$ cat config.mk
export PLATFORM = sky130hd
export DESIGN_NAME = filter_controller_flat
export DESIGN_NICKNAME = d
export VERILOG_FILES = /design/src/rtl/filter_ctrl_pkg.sv /design/src/rtl/filter_ctrl_if.sv /design/src/rtl/filter_ctrl_sat.sv /design/src/rtl/filter_controller.sv /design/src/flat_wrapper.sv
export SDC_FILE = /design/constraint.sdc
export NUM_CORES = 1
export LEC_CHECK = 0
export ABC_CLOCK_PERIOD_IN_PS = 5800
export CAP_MARGIN = 25
export CORE_MARGIN = 3
export CORE_UTILIZATION = 41
export DETAILED_ROUTE_END_ITERATION = 8
export MAX_ROUTING_LAYER = met4
export PLACE_DENSITY = 0.86
export RECOVER_POWER = 25
export SETUP_SLACK_MARGIN = 0.1
export SYNTH_ARGS = -nofsm -noshare
export SYNTH_HDL_FRONTEND = slang
export SYNTH_SLANG_ARGS = --single-unit
$ cat constraint.sdc
create_clock -name clk -period 5.8 [get_ports clk]
set_input_delay 0.87 -clock clk [delete_from_list [all_inputs] [get_ports clk]]
set_output_delay 0.87 -clock clk [all_outputs]
set_load 0.02 [all_outputs]
$ cat src/rtl/filter_ctrl_pkg.sv
// filter_ctrl_pkg: controller state encoding and default widths/limits
package filter_ctrl_pkg;
  typedef enum logic [2:0] {IDLE, FLUSH, READ, DRAIN, DONE} state_t;
  localparam int N_SAMPLES_D = 16384;
  localparam int ADDR_W_D = 14;
  localparam int DATA_W_D = 16;
  localparam int ACC_W_D = 105;
  localparam int OUT_SHIFT_D = 16;
  localparam int FLUSH_CYCLES_D = 8;
  localparam int DRAIN_TMO_D = 1024;
endpackage

$ cat src/rtl/filter_ctrl_if.sv
// filter_ctrl_if: sample RAM, filter core and result bus seen by the controller
interface filter_ctrl_if import filter_ctrl_pkg::*; #(
  parameter int ADDR_W = ADDR_W_D,
  parameter int DATA_W = DATA_W_D,
  parameter int ACC_W = ACC_W_D
) ();
  logic ram_rd_en;
  logic [ADDR_W-1:0] ram_addr;
  logic [DATA_W-1:0] ram_data;
  logic filt_rst;
  logic [DATA_W-1:0] filt_in;
  logic filt_in_vld;
  logic [ACC_W-1:0] filt_out;
  logic filt_out_vld;
  logic [DATA_W-1:0] res_data;
  logic res_vld;
  modport master (
    output ram_rd_en, ram_addr, filt_rst, filt_in, filt_in_vld, res_data, res_vld,
    input ram_data, filt_out, filt_out_vld
  );
  modport slave (
    input ram_rd_en, ram_addr, filt_rst, filt_in, filt_in_vld, res_data, res_vld,
    output ram_data, filt_out, filt_out_vld
  );
endinterface

$ cat src/rtl/filter_ctrl_sat.sv
// filter_ctrl_sat: arithmetic right shift of the accumulator, saturated to DATA_W
module filter_ctrl_sat import filter_ctrl_pkg::*; #(
  parameter int ACC_W = ACC_W_D,
  parameter int DATA_W = DATA_W_D,
  parameter int OUT_SHIFT = OUT_SHIFT_D
) (
  input  logic [ACC_W-1:0]  i_acc,
  output logic [DATA_W-1:0] o_res
);
  logic [ACC_W-1:0] w_sh;
  logic [ACC_W-DATA_W:0] w_top;
  logic w_ovf;
  assign w_sh = ACC_W'($signed(i_acc) >>> OUT_SHIFT);
  assign w_top = w_sh[ACC_W-1:DATA_W-1];
  // in range only when every bit above the result is a copy of its sign bit
  assign w_ovf = !(&w_top || !(|w_top));
  assign o_res = w_ovf ? {w_top[ACC_W-DATA_W], {(DATA_W-1){!w_top[ACC_W-DATA_W]}}} : w_sh[DATA_W-1:0];
endmodule

$ cat src/rtl/filter_controller.sv
// filter_controller: flush/read/drain sequencer feeding the FIR core; PEAK_TRACK_EN adds peak tracking
module filter_controller import filter_ctrl_pkg::*; #(
  parameter int N_SAMPLES = N_SAMPLES_D,
  parameter int ADDR_W = ADDR_W_D,
  parameter int DATA_W = DATA_W_D,
  parameter int ACC_W = ACC_W_D,
  parameter int OUT_SHIFT = OUT_SHIFT_D,
  parameter int FLUSH_CYCLES = FLUSH_CYCLES_D,
  parameter int DRAIN_TMO = DRAIN_TMO_D
) (
  input  logic clk,
  input  logic rst,
  input  logic i_start,
  filter_ctrl_if.master bus,
  output logic o_busy,
  output logic o_done,
  output logic o_err_tmo
`ifdef PEAK_TRACK_EN
  ,
  output logic [DATA_W-1:0] o_peak_abs,
  output logic [ADDR_W-1:0] o_peak_idx
`endif
);
  localparam int TMR_W = $clog2(DRAIN_TMO) + 1;
  localparam logic [ADDR_W-1:0] LAST = ADDR_W'(N_SAMPLES - 1);
  localparam logic [ADDR_W:0] NCNT = (ADDR_W+1)'(N_SAMPLES);
  localparam logic [TMR_W-1:0] FL_END = TMR_W'(FLUSH_CYCLES - 1);
  localparam logic [TMR_W-1:0] TMO_END = TMR_W'(DRAIN_TMO - 1);
  state_t r_state, w_nxt;
  logic [TMR_W-1:0] r_tmr;
  logic [ADDR_W-1:0] r_addr;
  logic [ADDR_W:0] r_cnt;
  logic [DATA_W-1:0] r_res, w_sat;
  logic r_in_vld, r_res_vld, r_err, w_tmo, w_go, w_cnt_en;
  filter_ctrl_sat #(.ACC_W(ACC_W), .DATA_W(DATA_W), .OUT_SHIFT(OUT_SHIFT)) u_sat (
    .i_acc(bus.filt_out),
    .o_res(w_sat)
  );
  always_comb begin
    w_nxt = r_state;
    w_tmo = 1'b0;
    case (r_state)
      IDLE, DONE: w_nxt = i_start ? FLUSH : r_state;
      FLUSH: w_nxt = (r_tmr == FL_END) ? READ : FLUSH;
      READ: w_nxt = (r_addr == LAST) ? DRAIN : READ;
      DRAIN: begin
        w_tmo = r_cnt < NCNT && !bus.filt_out_vld && r_tmr == TMO_END;
        w_nxt = (r_cnt >= NCNT || w_tmo) ? DONE : DRAIN;
      end
      default: w_nxt = FLUSH;
    endcase
  end
  assign w_go = w_nxt == FLUSH && r_state != FLUSH;
  assign w_cnt_en = bus.filt_out_vld && (r_state == READ || r_state == DRAIN);
  // r_tmr times the flush in FLUSH and the idle gap in DRAIN; it restarts on every state change
  always_ff @(posedge clk)
    if (rst) begin
      r_state <= FLUSH;
      r_tmr <= '0;
      r_addr <= '0;
      r_cnt <= '0;
      r_in_vld <= 1'b0;
      r_res_vld <= 1'b0;
      r_res <= '0;
      r_err <= 1'b0;
    end else begin
      r_state <= w_nxt;
      r_tmr <= (w_nxt != r_state || (r_state == DRAIN && bus.filt_out_vld)) ? '0 : r_tmr + TMR_W'(1);
      r_addr <= r_state == FLUSH ? '0 : (r_state == READ && r_addr != LAST) ? r_addr + ADDR_W'(1) : r_addr;
      r_cnt <= w_go ? '0 : r_cnt + (ADDR_W+1)'(w_cnt_en);
      r_in_vld <= bus.ram_rd_en;
      r_res_vld <= w_cnt_en;
      r_res <= w_cnt_en ? w_sat : r_res;
      r_err <= w_go ? 1'b0 : r_err | w_tmo;
    end
  assign bus.ram_rd_en = r_state == READ;
  assign bus.ram_addr = r_addr;
  assign bus.filt_rst = rst || r_state == FLUSH;
  assign bus.filt_in_vld = r_in_vld;
  assign bus.filt_in = r_in_vld ? bus.ram_data : '0;
  assign bus.res_data = r_res;
  assign bus.res_vld = r_res_vld;
  assign o_busy = !rst && (r_state == FLUSH || r_state == READ || r_state == DRAIN);
  assign o_done = r_state == DONE;
  assign o_err_tmo = r_err;
`ifdef PEAK_TRACK_EN
  logic [DATA_W-1:0] r_pk, w_abs;
  logic [ADDR_W-1:0] r_pk_idx;
  assign w_abs = !w_sat[DATA_W-1] ? w_sat :
                 (w_sat == {1'b1, {(DATA_W-1){1'b0}}}) ? {1'b0, {(DATA_W-1){1'b1}}} : -w_sat;
  // strict compare keeps the earliest index on ties
  always_ff @(posedge clk)
    if (rst || w_go) begin
      r_pk <= '0;
      r_pk_idx <= '0;
    end else if (w_cnt_en && w_abs > r_pk) begin
      r_pk <= w_abs;
      r_pk_idx <= r_cnt[ADDR_W-1:0];
    end
  assign o_peak_abs = r_pk;
  assign o_peak_idx = r_pk_idx;
`endif
endmodule

$ cat src/flat_wrapper.sv
// flat-port wrapper written by rule: the top's interface ports become plain ports
module filter_controller_flat import filter_ctrl_pkg::*;
#(
  parameter int N_SAMPLES = N_SAMPLES_D,
  parameter int ADDR_W = ADDR_W_D,
  parameter int DATA_W = DATA_W_D,
  parameter int ACC_W = ACC_W_D,
  parameter int OUT_SHIFT = OUT_SHIFT_D,
  parameter int FLUSH_CYCLES = FLUSH_CYCLES_D,
  parameter int DRAIN_TMO = DRAIN_TMO_D
)
  (clk, rst, i_start, o_busy, o_done, o_err_tmo, bus_ram_rd_en, bus_ram_addr, bus_filt_rst, bus_filt_in, bus_filt_in_vld, bus_res_data, bus_res_vld, bus_ram_data, bus_filt_out, bus_filt_out_vld);
  filter_ctrl_if #(.ADDR_W(ADDR_W), .DATA_W(DATA_W), .ACC_W(ACC_W)) bus_i ();
  input  logic clk;
  input  logic rst;
  input  logic i_start;
  output logic o_busy;
  output logic o_done;
  output logic o_err_tmo;
  output wire logic [$bits(bus_i.ram_rd_en)-1:0] bus_ram_rd_en;
  output wire logic [$bits(bus_i.ram_addr)-1:0] bus_ram_addr;
  output wire logic [$bits(bus_i.filt_rst)-1:0] bus_filt_rst;
  output wire logic [$bits(bus_i.filt_in)-1:0] bus_filt_in;
  output wire logic [$bits(bus_i.filt_in_vld)-1:0] bus_filt_in_vld;
  output wire logic [$bits(bus_i.res_data)-1:0] bus_res_data;
  output wire logic [$bits(bus_i.res_vld)-1:0] bus_res_vld;
  input wire logic [$bits(bus_i.ram_data)-1:0] bus_ram_data;
  input wire logic [$bits(bus_i.filt_out)-1:0] bus_filt_out;
  input wire logic [$bits(bus_i.filt_out_vld)-1:0] bus_filt_out_vld;
  assign bus_ram_rd_en = bus_i.ram_rd_en;
  assign bus_ram_addr = bus_i.ram_addr;
  assign bus_filt_rst = bus_i.filt_rst;
  assign bus_filt_in = bus_i.filt_in;
  assign bus_filt_in_vld = bus_i.filt_in_vld;
  assign bus_res_data = bus_i.res_data;
  assign bus_res_vld = bus_i.res_vld;
  assign bus_i.ram_data = bus_ram_data;
  assign bus_i.filt_out = bus_filt_out;
  assign bus_i.filt_out_vld = bus_filt_out_vld;
  filter_controller #(.N_SAMPLES(N_SAMPLES), .ADDR_W(ADDR_W), .DATA_W(DATA_W), .ACC_W(ACC_W), .OUT_SHIFT(OUT_SHIFT), .FLUSH_CYCLES(FLUSH_CYCLES), .DRAIN_TMO(DRAIN_TMO)) u_core (.clk(clk), .rst(rst), .i_start(i_start), .bus(bus_i), .o_busy(o_busy), .o_done(o_done), .o_err_tmo(o_err_tmo));
endmodule
# Word-level counts from Yosys, hierarchy flattened
# Index checks and enable logic that the tools add are counted.
[op_classes] n_addsub=3 n_lt_le_gt_ge=2 n_eq_ne=11 muxes=8 bitwise_logic=1 reduce_logical=25
[op_table] cell="AND reduction 74 bit" n=1
[op_table] cell="OR reduction 74 bit" n=1
[op_table] cell="2-to-1 mux 16 bit" n=2
[op_table] cell="adder 15 x 1 -> 15 bit" n=1
[op_table] cell=">= comparator 15 bit, second input constant" n=1
[op_table] cell="< comparator 15 bit, second input constant" n=1
[op_table] cell="adder 14 x 1 -> 14 bit, second input constant" n=1
[op_table] cell="equality test 14 bit, second input constant" n=1
[op_table] cell="inequality test 14 bit, second input constant" n=1
[op_table] cell="case mux 3 bit (4 select lines)" n=1
[op_table] cell="adder 11 x 1 -> 11 bit, second input constant" n=1
[op_table] cell="equality test 11 x 10 -> 1 bit, second input constant" n=1
[op_table] cell="equality test 11 x 3 -> 1 bit, second input constant" n=1
[op_table] cell="OR reduction 2 bit" n=4
[op_table] cell="logical AND 1 bit" n=7
[op_table] cell="logical OR 1 bit" n=7
[op_table] cell="equality test 3 x 1 -> 1 bit, second input constant" n=2
[op_table] cell="equality test 3 x 2 -> 1 bit, second input constant" n=2
[op_table] cell="2-to-1 mux 3 bit" n=2
[op_table] cell="zero test 1 bit" n=4
[op_table] cell="equality test 3 bit, second input constant" n=1
[op_table] cell="zero test 3 bit" n=1
[op_table] cell="inequality test 3 x 1 -> 1 bit, second input constant" n=1
[op_table] cell="inequality test 3 bit" n=1
[op_table] cell="other kinds (3)" n=4
[word_totals] regBits=62 in_bits=125 out_inout_bits=53 elab_cells=58

# Logic depth before layout (Yosys ltp)
[depth] ltp_word=9 ltp_mapped=10 mapped_depth_nobuf=10

# Hierarchy
# A second synthesis with hierarchy kept.
[hier_totals] cells_unflattened=437 area_unflattened_um2=3378.2
[modules_own_cells] mod="filter_controller" n_inst=1 cells_each=351 area_per_inst_um2=2819.0 seq_area_each_um2=1241.2
[modules_own_cells] mod="filter_ctrl_sat" n_inst=1 cells_each=86 area_per_inst_um2=559.3 seq_area_each_um2=0.0

# Worst setup path after synthesis
# No wires, ideal clock.
[synth_timing] kind="input to register" start="input bus_filt_out[99]" end="register u_core.r_res[10], in the netlist u_core.bus.res_data[10]" arrival_ns=2.558 required_time_ns=5.678 path_slack_ns=3.121 stages=8 cell_sequence="nand4_1 or4_1 nor4_1 nand4_1 and2_1 buf_2 buf_6 o311a_1"
[synth_between] elab_chain_cells=4
[synth_lines] element="from (decl)" line="flat_wrapper.sv:28" rtl="input wire logic [$bits(bus_i.filt_out)-1:0] bus_filt_out;"
[synth_lines] element="OR reduction 74 bit" line="filter_ctrl_sat.sv:16" rtl="assign w_ovf = !(&w_top || !(|w_top));"
[synth_lines] element="zero test 1 bit" line="filter_ctrl_sat.sv:16"
[synth_lines] element="logical OR 1 bit (*)" line="filter_ctrl_sat.sv:16"
[synth_lines] element="2-to-1 mux 16 bit (*)" line="filter_ctrl_sat.sv:17" rtl="assign o_res = w_ovf ? {w_top[ACC_W-DATA_W], {(DATA_W-1){!w_top[ACC_W-DATA_W]}}} : w_sh[DATA_W-1:0];"
[synth_lines] element="to (signal assigned)" line="filter_controller.sv:73" rtl="r_res <= w_cnt_en ? w_sat : r_res;"
[synth_lines] element="to (decl)" line="filter_controller.sv:33" rtl="logic [DATA_W-1:0] r_res, w_sat;"
# Every way passes the cells marked *; elsewhere a longest branch is shown, timed or not.
# A chain may end at the register's enable or synchronous reset.

# Worst setup path in the final report
[layout_timing] start="input rst" end="output bus_filt_rst"
[layout_between] elab_chain_cells=1
[layout_lines] element="from (decl)" line="flat_wrapper.sv:15" rtl="input logic rst;"
[layout_lines] element="logical OR 1 bit" line="filter_controller.sv:78" rtl="assign bus.filt_rst = rst || r_state == FLUSH;"
[layout_lines] element="to (decl)" line="flat_wrapper.sv:22" rtl="output wire logic [$bits(bus_i.filt_rst)-1:0] bus_filt_rst;"
# Every way passes these cells.

==> metrics.cfg <==
[status]
run_status = completed

[cts]
cts_root_buffer = clkbuf_8
cts_resized = 0
clk_path_buf_depth = 2
clkSlewWorstSetupHoldPaths_ns = 0.07
hold_buffers = 0
post_cts_buffers = 0
cts-htree-levels = 3
cts_sinks = 62
cts_inserted_buffers = 9
tritoncts = yes
clock_latency_ns = 0.34

[synthesis]
syn-cell-area_um2 = 3060
ys_warn_count = 0
synth_cells = 365
synth_seq_area_share_pct = 40.6
syn_nets = 494
ys_types = 43
synthFlopType = dfxtp_1
synth.avg_cell_area_um2 = 8.37
synth_seq_cells = 62
async_reset_ff_share_pct = 0
synth_edf_count = 0

[setup_path]
setup.worst_path.start = rst
required_ns = 4.93
crit_path_max_fanout = 15
critPathArrivalTime_ns = 3.18
worst_setup_path_end_kind = output pin
worstSetupPathType = input port to output pin
reg2reg_depth = 6
cp-start-kind = input port
r2r_start = u_core.r_state[2]$_SDFF_PP0_

[sta]
drv_slew = 0
period_share_pct = 69.8
finalSetupViolCount = 0
worst_pin_slew_ns = 1.42
skew_ns = 0.00665
relSlewSlack_pct = 5.40
rsz0062_at_grt = false
fmax_mhz = 247
setup_tns_ns = 0
fin_crit_ns = 4.05
hold_viol_final = 0

[routing]
drc = 0
vias = 3474
wire_per_inst_um = 16.2
drt-total-wl_mm = 10.2
initialDrtViolationCount = 170
firstDrtPassIters = 4
ant_nets = 0
viasPerCell = 5.53

[grt]
grt_overflow = 0
antenna_found_initial = 0
grt_pass1_wl_mm = 16.0
grt_use_total_pct = 24.3
grt_start_max_net_pins = 34
grt_pass1_vias = 3547

[die]
coreArea_um2 = 7020
std_cell_rows = 30
initial_utilization_pct = 43.5
die_x_um = 92.3
die_area_um2 = 8530
ioPinCount = 178
dieHeight_um = 92.3

[final_layout]
final_core_util_pct = 70.7
fin_nets = 656
n_fill_cell = 554
num_antenna_cells = 0
area_growth_pct = 62.4
drive_gt1_share_pct = 3.20

[power]
design_power_total_uw = 958
leakage_nw = 1.80
vdd_ir_drop_max_v = 0.0000994
pwr_density_cell_nw_per_um2 = 193

[job]
drv_cap = 0

[place]
io_buffers = 161
dp_hpwl_mm = 8.13
gp_congestion = 0.875

[min_path]
min_from = u_core.r_tmr[0]$_SDFF_PP0_
hold_path_depth = 1
hold_path_class = register to register

synthesized netlist by cell type, types with 10 or more instances:
library cell  number  area share (%)
nand4_1           28             5.7
o21ai_0           10             1.6
xor2_1            15             4.3
nor2_1            46             5.6
nand2b_1          16             3.3
nand3_1           17             2.8
a21oi_1           14             2.3
and2_1            20             4.1
o311a_1           15             4.9
dfxtp_1           62              41
nand2_1           23             2.8
nor4_1            24             4.9
report_power, final:
part | switching, mW | internal, mW | total (mW) | leakage [nW]
clock | 0.171 | 0.252 | 0.423 | 0.108
sequential | 0.00178 | 0.428 | 0.430 | 0.500
combinational | 0.0334 | 0.0719 | 0.105 | 1.19
total | 0.206 | 0.752 | 0.958 | 1.80
per-stage QoR:
step	instance area [µm²]	hold slack, ns	std cells	worst slack [ns]
after detailed placement	4750	0.435	612	2.21
after global placement	4750	0.423	612	2.23
after CTS	4970	0.447	628	2.27
after floorplan	3060	0.413	365	3.12
final	4960	0.442	628	1.75
after global routing	4960	0.473	628	1.60
critical path: stages:
cell and delay, ns:
dlygate4sd3_1 0.82, o21bai_1 0.18, clkbuf_1 0.56, clkdlybuf4s50_1 0.74
final cells by class:
type	instances	area, µm²	area share (%)
sequential	62	1240	25.0
clock inverter	6	85.1	1.71
clock buffer	10	138	2.77
inverter	9	33.8	0.681
multi-input combinational	282	1730	34.8
tap	96	120	2.42
timing repair buffer	163	1620	32.6
cells in the final DEF, fill, tap and decap left out, types with 16 or more instances in the layout:
| master | count |
|---|---|
| dfxtp_1 | 62 |
| nand2_1 | 23 |
| clkdlybuf4s50_1 | 147 |
| nand4_1 | 28 |
| nor4_1 | 24 |
| nand3_1 | 17 |
| nor2_1 | 46 |
| and2_1 | 19 |
| nand2b_1 | 16 |
final timing paths:
kind	slack [ns]	end
max reg2reg	2.62	u_core.bus.res_data[4]$_SDFFE_PP0P_
min	0.44	u_core.r_tmr[0]$_SDFF_PP0_
min reg2reg	0.44	u_core.r_tmr[0]$_SDFF_PP0_
max	1.75	bus_filt_rst
cells by family after synthesis:
| kind of cell | synth area share, % |
|---|---|
| buf+inv | 2.91 |
| compound gates | 12.6 |
| mux | 0.327 |
| simple gates | 35.6 |
| fa+ha+maj | 1.64 |
| flops | 40.6 |
| xor+xnor | 6.30 |
state kept, by name, summed over array words and instances (netlist names):
signal / count
u_core.o_err_tmo: 1
u_core.r_state: 3
u_core.r_cnt: 15
u_core.bus.res_data: 16
u_core.bus.res_vld: 1
u_core.r_tmr: 11
u_core.bus.ram_addr: 14
u_core.bus.filt_in_vld: 1
metal layers:
layer,vias to the layer above,part of all wire [%],wire [µm],GRT usage (%)
li1,1679,-,-,-
met1,1591,37,3740,24.1
met2,178,52,5320,45.0
met3,26,7.8,788,5.44
met4,0,3.1,320,10.9
met5,-,0,0,-
Note: power is estimated with default switching activity, not from simulation.
